$ cat config.mk
export PLATFORM = sky130hd
export DESIGN_NAME = lfsr_gen
export DESIGN_NICKNAME = d
export VERILOG_FILES = /design/src/rtl/lfsr_pkg.sv /design/src/rtl/lfsr_fb.sv /design/src/rtl/lfsr_gen.sv
export SDC_FILE = /design/constraint.sdc
export NUM_CORES = 1
export LEC_CHECK = 0
export CORE_MARGIN = 5
export CORE_UTILIZATION = 45
export CTS_BUF_LIST = sky130_fd_sc_hd__clkbuf_8
export CTS_CLUSTER_DIAMETER = 60
export DETAILED_ROUTE_END_ITERATION = 8
export PLACE_DENSITY = 0.77
export SYNTH_ARGS = -nofsm -noshare
export SYNTH_HDL_FRONTEND = slang
export SYNTH_SLANG_ARGS = --single-unit
export TNS_END_PERCENT = 10
$ cat constraint.sdc
create_clock -name clk -period 1.55 [get_ports clk]
set_input_delay 0.465 -clock clk [delete_from_list [all_inputs] [get_ports clk]]
set_output_delay 0.465 -clock clk [all_outputs]
set_load 0.02 [all_outputs]
$ cat src/rtl/lfsr_pkg.sv
// Shared LFSR definitions: FSM encoding and per-width default feedback masks.
// Latency: n/a (types and constant functions only).
// Backpressure: n/a.
package lfsr_pkg;

    localparam int unsigned LFSR_MIN_WIDTH = 2;
    localparam int unsigned LFSR_MAX_WIDTH = 32;

    // IDLE: no valid output yet; RUN: q carries a sequence value.
    typedef enum logic {
        ST_IDLE = 1'b0,
        ST_RUN  = 1'b1
    } lfsr_state_e;

    // Maximal-length feedback masks for a left-shifting Fibonacci LFSR whose
    // feedback enters bit 0; mask bit (k-1) selects the x^k polynomial term.
    function automatic logic [31:0] default_taps(input int unsigned width);
        logic [31:0] taps;
        case (width)
            2:       taps = 32'h0000_0003;
            3:       taps = 32'h0000_0006;
            4:       taps = 32'h0000_000C;
            5:       taps = 32'h0000_0014;
            6:       taps = 32'h0000_0030;
            7:       taps = 32'h0000_0060;
            8:       taps = 32'h0000_00B8;
            9:       taps = 32'h0000_0110;
            10:      taps = 32'h0000_0240;
            11:      taps = 32'h0000_0500;
            12:      taps = 32'h0000_0829;
            13:      taps = 32'h0000_100D;
            14:      taps = 32'h0000_2015;
            15:      taps = 32'h0000_6000;
            16:      taps = 32'h0000_D008;
            17:      taps = 32'h0001_2000;
            18:      taps = 32'h0002_0400;
            19:      taps = 32'h0004_0023;
            20:      taps = 32'h0009_0000;
            21:      taps = 32'h0014_0000;
            22:      taps = 32'h0030_0000;
            23:      taps = 32'h0042_0000;
            24:      taps = 32'h00E1_0000;
            25:      taps = 32'h0120_0000;
            26:      taps = 32'h0200_0023;
            27:      taps = 32'h0400_0013;
            28:      taps = 32'h0900_0000;
            29:      taps = 32'h1400_0000;
            30:      taps = 32'h2000_0029;
            31:      taps = 32'h4800_0000;
            32:      taps = 32'h8020_0003;
            default: taps = 32'h0000_0000;
        endcase
        return taps;
    endfunction

endpackage

$ cat src/rtl/lfsr_fb.sv
// LFSR feedback bit: XOR reduction of the state bits selected by TAPS.
// Latency: purely combinational, zero cycles.
// Backpressure: none; the caller decides when the result is used.
module lfsr_fb
    import lfsr_pkg::*;
#(
    parameter int unsigned         WIDTH = 4,
    parameter logic [WIDTH-1:0]    TAPS  = WIDTH'(default_taps(WIDTH))
) (
    input  logic [WIDTH-1:0] state_i,
    output logic             fb_o
);

    assign fb_o = ^(state_i & TAPS);

endmodule

$ cat src/rtl/lfsr_gen.sv
// Free-running Fibonacci LFSR with load, lock-up recovery, wrap detection and advance counter.
// Latency: one cycle from an accepted advance or load to the new q.
// Backpressure: advances only on en & out_valid & out_ready; otherwise q/count/out_valid hold.
module lfsr_gen
    import lfsr_pkg::*;
#(
    parameter int unsigned         WIDTH        = 4,
    parameter logic [WIDTH-1:0]    TAPS         = WIDTH'(default_taps(WIDTH)),
    parameter logic [WIDTH-1:0]    SEED_DEFAULT = WIDTH'(1)
) (
    input  logic             clk,
    input  logic             rst,
    input  logic             load,
    input  logic [WIDTH-1:0] seed,
    input  logic             en,
    input  logic             out_ready,
    output logic             out_valid,
    output logic [WIDTH-1:0] q,
    output logic             wrap,
    output logic             lockup,
    output logic [WIDTH-1:0] count
);

    lfsr_state_e      fsm_q, fsm_d;
    logic [WIDTH-1:0] state_q, state_d;
    logic [WIDTH-1:0] start_q, start_d;
    logic [WIDTH-1:0] count_q, count_d;
    logic             out_valid_q, out_valid_d;
    logic             wrap_q, wrap_d;
    logic             lockup_q, lockup_d;

    logic             fb;
    logic [WIDTH-1:0] shift_nxt;
    logic             advance;

    lfsr_fb #(
        .WIDTH (WIDTH),
        .TAPS  (TAPS)
    ) u_fb (
        .state_i (state_q),
        .fb_o    (fb)
    );

    assign shift_nxt = {state_q[WIDTH-2:0], fb};
    assign advance   = (fsm_q == ST_RUN) && en && out_valid_q && out_ready;

    // Next-state selection: load beats everything, IDLE start-up, then a handshaken advance.
    always_comb begin
        fsm_d       = fsm_q;
        state_d     = state_q;
        start_d     = start_q;
        count_d     = count_q;
        out_valid_d = out_valid_q;
        wrap_d      = 1'b0;
        lockup_d    = 1'b0;

        if (load) begin
            // A zero seed would freeze the register, so it is replaced like a lock-up.
            if (seed == '0) begin
                state_d  = SEED_DEFAULT;
                start_d  = SEED_DEFAULT;
                lockup_d = 1'b1;
            end else begin
                state_d  = seed;
                start_d  = seed;
            end
            count_d     = '0;
            fsm_d       = ST_RUN;
            out_valid_d = 1'b1;
        end else if (fsm_q == ST_IDLE) begin
            if (en) begin
                state_d     = SEED_DEFAULT;
                start_d     = SEED_DEFAULT;
                count_d     = '0;
                fsm_d       = ST_RUN;
                out_valid_d = 1'b1;
            end
        end else if (advance) begin
            if (shift_nxt == '0) begin
                // Recovery takes precedence: the substituted seed does not count as a wrap.
                state_d  = SEED_DEFAULT;
                lockup_d = 1'b1;
                count_d  = '0;
            end else if (shift_nxt == start_q) begin
                state_d  = shift_nxt;
                wrap_d   = 1'b1;
                count_d  = '0;
            end else begin
                state_d  = shift_nxt;
                count_d  = count_q + WIDTH'(1);
            end
        end
    end

    // All generator state and registered outputs; reset forces the idle seed state at once.
    always_ff @(posedge clk or negedge rst) begin
        if (!rst) begin
            fsm_q       <= ST_IDLE;
            state_q     <= SEED_DEFAULT;
            start_q     <= SEED_DEFAULT;
            count_q     <= '0;
            out_valid_q <= 1'b0;
            wrap_q      <= 1'b0;
            lockup_q    <= 1'b0;
        end else begin
            fsm_q       <= fsm_d;
            state_q     <= state_d;
            start_q     <= start_d;
            count_q     <= count_d;
            out_valid_q <= out_valid_d;
            wrap_q      <= wrap_d;
            lockup_q    <= lockup_d;
        end
    end

    assign q         = state_q;
    assign out_valid = out_valid_q;
    assign wrap      = wrap_q;
    assign lockup    = lockup_q;
    assign count     = count_q;

endmodule

==> metrics.cfg, run 1 <==
[clocking]
clkTransAtPathRegs_ns=0.06
max-clock-path-buffers=2
cts_root_buffer=clkbuf_8
htreeDepth=1
cts_tree=done
postCtsSetupBuffers=0
clk_latency_ns=0.25
cts.sinks=16
cts_hold_buf=0
numCtsBuffers=3

[logic_synthesis]
ys_ff_latch=16
synthXorXnorAreaFrac=0.04396
synthCells=76
yosysTopAreaCell=dfrtp_1
synth_compound_area_frac=0.1884
synth_top_area_frac=0.4396
synth-edff-count=0
synth_flop_cell=dfrtp_1
syn_area_per_cell_um2=10.49
yosys.area_share.adder=0.01570
ys_seq_area_frac=0.5055
synthArstFlopShare=1.000
synth_area_leaders=dfrtp_1, dfstp_2, nor2_1
syn-num-nets=86
synthSimpleGateAreaFrac=0.1947
synth_top_family_by_area=simple AND/OR/NAND/NOR gates
synth_cell_types=31
synthMuxAreaShare=0.01256
syn-cell-area_um2=797.0
synth_warnings=0
synth.most_common_cell=dfrtp_1
yosys-top-cells-count=dfrtp_1, nor2_1, nand2_1, a21oi_1

[setup_path]
path_buf_inv=1
cp_top_family=simple AND/OR/NAND/NOR gates
r2r_cells=6
cp_num_cells=6
critPathKind=flop to flop
reg2reg_slack_ns=0.003
critPathArrivalTime_ns=1.69
critical_path_required_ns=1.69
worst_path_largest_cell_delay_ns=0.53
cpMaxStageDelayCell=or4_4
end_kind=flop
worstPathCellList=buf_4 -> or4_4 -> nand2_4 -> a31o_4 -> o21ai_2 -> a21o_1
critPathLaunchType=flop
cp_max_fo=5

[die]
die_x_um=52.09
rows=15
pin_count=20
die_y_um=52.09
dieArea_um2=2713
coreArea_um2=1708
start_util=0.4667

[timing]
setup_viol=0
rsz0062_at_grt=true
post-route-period-util=0.9983
finalClockSkew_ns=0.004565
slew_violations=0
clock.fmax_mhz=646.2
worst_pin_slew_ns=0.2970
slew_headroom=0.8020
layout_min_cycle_time_ns=1.547
hold_viol=0
fin_hold_ws_ns=0.4804

[route]
firstDrtPassIters=4
vias=693
ant_nets=0
first_iter_violations=13
wl_um=1769
drc=0
routed_via_density=5.058
wl_per_cell_um=12.91

[global_route]
grt_antenna_before_repair=0
grt_pass1_wl_um=3049
grt_pass1_vias=672
grt_usage=0.1562
grt_max_degree=17
grt_overflow=0

[power_and_ir_drop]
powerDensity_nw_per_um2=1008
ir_drop_mv=0.7047
p_leak_nw=0.5587

[final_layout]
diodes=0
num-fill-cells=133
final_util=0.6762
layout-drive-gt1-share=0.2857
synthToLayoutAreaGrowth_pct=44.90
nets=123

[place]
hpwl_um=1367
routabilityCongestion=0.7634
io_buffers=19

[hold_path]
worstHoldPathType=flop to flop
hold_depth=2

[job]
cap_violations=0

[outcome]
status=complete, no violations

[stage by stage]
stage / worst slack [ns] / cell area [um2] / cells / total power (W) / setup TNS, ns
global placement: -0.3552 / 1117 / 133 / 0.0008780 / -2.917
global route: -0.05994 / 1155 / 137 / 0.001236 / -0.1740
finish: 0.002591 / 1155 / 137 / 0.001164 / 0
floorplan: 0.01534 / 799.5 / 76 / 0.0007079 / 0
detailed placement: -0.4080 / 1117 / 133 / 0.0008846 / -3.293
CTS: -0.002686 / 1159 / 137 / 0.001173 / -0.002686
[sequential cells by signal, summed over array words and instances, names as in the netlist]
name	count
out_valid	1
count	4
q	4
wrap	1
fsm_q	1
lockup	1
start_q	4
[layout make-up]
cell class / count / area, um2 / area share
Clock buffer: 3 / 41.29 / 0.03575
Clock inverter: 1 / 3.754 / 0.003250
Inverter: 2 / 7.507 / 0.006501
Multi-Input combinational cell: 55 / 374.1 / 0.3239
Sequential cell: 16 / 405.4 / 0.3510
Tap cell: 25 / 31.28 / 0.02709
Timing Repair Buffer: 35 / 291.5 / 0.2524
[cells in the final DEF, fill, tap and decap left out, drive strengths merged]
| master | Yosys | layout |
|---|---|---|
| nand4 | 1 | 1 |
| mux2i | 1 | 1 |
| dfrtp | 14 | 14 |
| a21oi | 4 | 4 |
| buf | 3 | 16 |
| a22o | 3 | 3 |
| or2 | 1 | 1 |
| o21ai | 4 | 4 |
| inv | 2 | 3 |
| xnor2 | 3 | 3 |
| nor3 | 3 | 3 |
| nor2 | 8 | 8 |
| clkbuf | 0 | 4 |
| a221oi | 3 | 3 |
| a21o | 3 | 3 |
| or3 | 1 | 1 |
| dfstp | 2 | 2 |
| a31o | 1 | 1 |
| nand2b | 3 | 3 |
| a21boi | 1 | 1 |
| nand3 | 2 | 2 |
| ha | 1 | 1 |
| clkdlybuf4s50 | 0 | 7 |
| nor2b | 1 | 1 |
| xor2 | 1 | 1 |
| or4 | 1 | 1 |
| dlygate4sd2 | 0 | 11 |
| nor4b | 1 | 1 |
| o22ai | 1 | 1 |
| nand2 | 7 | 7 |
[routing by layer]
| layer | global-route usage | routed length, um |
|---|---|---|
| met1 | 0.2004 | 822 |
| met2 | 0.2510 | 870 |
| met3 | 0.01719 | 33 |
| met4 | 0.09170 | 43 |
| met5 | 0 | 0 |
[where the power goes]
group / total (W) / internal [W] / switching (W)
clock network: 0.000312 / 0.000175 / 0.000137
logic: 0.000341 / 0.000165 / 0.000176
registers: 0.000510 / 0.000470 / 0.0000403
total: 0.00116 / 0.000811 / 0.000353
[kinds of logic after synthesis]
kind of cell	count (synthesis)
adders and majority gates	1
muxes	1
xor gates and xnor gates	4
buffers and inverters	5
and+or+nand+nor	29
DFF	16
AOI/OAI and AO/OA	20
[final timing paths]
kind	startpoint	to
worst max-delay path	q[0]$_DFFE_PN1P_	count[2]$_DFFE_PN0P_
worst min-delay path	fsm_q$_DFF_PN0_	fsm_q$_DFF_PN0_
worst max register to register	q[0]$_DFFE_PN1P_	count[2]$_DFFE_PN0P_
worst min register to register	fsm_q$_DFF_PN0_	fsm_q$_DFF_PN0_
max in group asynchronous	rst	start_q[0]$_DFFE_PN1P_
min in group asynchronous	rst	wrap$_DFF_PN0_
[timing repair]
action	CTS	global route
setup endpoints to repair	19	8
pin swaps	1	1
gates resized for setup	15	3
endpoints found under the hold margin	0	0
[worst min-delay path: cells and delay by family (launching register included)]
| family | cells | cell delay [ns] |
|---|---|---|
| buf+inv | 1 | 0.05 |
| flops | 1 | 0.35 |
| simple gates | 1 | 0.05 |
Power figures use the tool's default switching activity.
==> inputs of run 2 (changes only) <==
--- a/config.mk
+++ b/config.mk
@@ -9,6 +9,7 @@
 export CORE_UTILIZATION = 45
 export CTS_BUF_LIST = sky130_fd_sc_hd__clkbuf_8
 export CTS_CLUSTER_DIAMETER = 60
+export CTS_CLUSTER_SIZE = 14
 export DETAILED_ROUTE_END_ITERATION = 8
 export PLACE_DENSITY = 0.77
 export SYNTH_ARGS = -nofsm -noshare
==> constraint.sdc (replaced) <==
create_clock -name clk -period 1.55 [get_ports clk]
set_input_delay 0.3875 -clock clk [delete_from_list [all_inputs] [get_ports clk]]
set_output_delay 0.3875 -clock clk [all_outputs]
set_load 0.02 [all_outputs]
==> run 2 against run 1 <==
  * Combinational power up 4%
  * Power is 7.5% higher
  * Sequential share of layout area down 0.78 points
  * Count of clock-buffer cells in the layout grew 1
  * Critical path depth down 1
==> metrics.cfg, run 2 (same netlist as run 1, synthesis figures left out) <==
[timing]
hold_viol=0
worst_pin_slew_ns=0.2471
setup_viol=0
layout_setup_ws_ns=0.03998
clock.fmax_mhz=662.2
slew_violations=0
layout_min_cycle_time_ns=1.510
fin_hold_ws_ns=0.4488
finalClockSkew_ns=0.003366
rsz0062_at_grt=true
tns_ns=0
slew_headroom=0.8341
post-route-period-util=0.9742

[outcome]
status=complete, no violations

[setup_path]
critPathArrivalTime_ns=1.66
end_kind=flop
critPathLaunchType=flop
cp_max_fo=5
critPathKind=flop to flop
critical_path_required_ns=1.70

[clocking]
htreeDepth=1
cts_hold_buf=0
numCtsBuffers=3
clk_latency_ns=0.25
cts.sinks=16
cts_root_buffer=clkbuf_8
max-clock-path-buffers=2
cts_tree=done
clkTransAtPathRegs_ns=0.06

[route]
wl_per_cell_um=14.38
wl_um=1927
firstDrtPassIters=4
drc=0
ant_nets=0
first_iter_violations=25
vias=693
routed_via_density=5.172

[global_route]
grt_max_degree=17
grt_pass1_vias=730
grt_pass1_wl_um=3249
grt_usage=0.1714
grt_overflow=0
grt_antenna_before_repair=0

[power_and_ir_drop]
powerDensity_nw_per_um2=1059
ir_drop_mv=0.7326
p_leak_nw=0.5767

[die]
pin_count=20
die_x_um=52.09
dieArea_um2=2713
coreArea_um2=1708
rows=15
die_y_um=52.09
start_util=0.4667

[final_layout]
final_cell_mix=buf_4, dfrtp_1, dlygate4sd2_1, nor2_1, clkdlybuf4s50_1
synthToLayoutAreaGrowth_pct=48.19
layout-drive-gt1-share=0.2936
final_common_cell=buf_4
diodes=0
nets=120
final_util=0.6916

[place]
routabilityCongestion=0.8339
pre_cts_ws_ns=-0.3085
io_buffers=19
hpwl_um=1332

[job]
cap_violations=0

[hold_path]
worstHoldPathType=input pin to async pin

[run 2: area by class of cell]
cell class / count / area [um2]
Sequential cell: 16 / 405.4
Inverter: 2 / 7.507
Clock buffer: 4 / 55.05
Timing Repair Buffer: 32 / 281.5
Multi-Input combinational cell: 55 / 400.4
Fill cell: 121 / 526.8
Tap cell: 25 / 31.28
[run 2: power breakdown]
| part | switching [W] | internal (W) | total, W | leakage (nW) |
|---|---|---|---|---|
| logic | 0.000180 | 0.000175 | 0.000356 | 0.359 |
| clock network | 0.000146 | 0.000226 | 0.000372 | 0.0288 |
| registers | 0.0000524 | 0.000470 | 0.000523 | 0.189 |
[run 2: final timing paths]
path | from | to | slack, ns | depth (start not counted)
max | q[3]$_DFFE_PN0P_ | count[2]$_DFFE_PN0P_ | 0.04 | 5
min | rst | count[0]$_DFFE_PN0P_ | 0.45 | 2
max reg2reg | q[3]$_DFFE_PN0P_ | count[2]$_DFFE_PN0P_ | 0.04 | 5
min reg2reg | fsm_q$_DFF_PN0_ | fsm_q$_DFF_PN0_ | 0.49 | 2
max in group asynchronous | rst | start_q[0]$_DFFE_PN1P_ | 0.85 | 2
min in group clk | fsm_q$_DFF_PN0_ | fsm_q$_DFF_PN0_ | 0.49 | 2
[run 2: what timing repair did]
item / 4_1_cts / 5_1_grt
setup endpoints to repair: 14 / 10
hold endpoints to repair: 0 / 0
gates resized for setup: 13 / 8
setup buffers: 0 / 0
[run 2: metrics by stage]
step | std cells | cell area (um2) | total power, W
6_report | 134 | 1181 | 0.001251
5_1_grt | 134 | 1181 | 0.001315
4_1_cts | 134 | 1150 | 0.001227
3_5_place_dp | 130 | 1095 | 0.0008754
3_3_place_gp | 130 | 1095 | 0.0008694
2_1_floorplan | 76 | 799.5 | 0.0007079
[run 2: per-layer routing]
metal,track usage,vias to the layer above,routed length (um)
li1,-,336,-
met1,0.2007,334,840
met2,0.2741,19,949
met3,0.05731,4,91
met4,0.09170,0,46
met5,0,-,0
[run 2: critical path: stages (launching register included)]
cell	delay (ns)
dfrtp_2	0.46
or4_4	0.52
nand2_4	0.08
a31o_4	0.12
o21ai_2	0.06
a21o_1	0.17
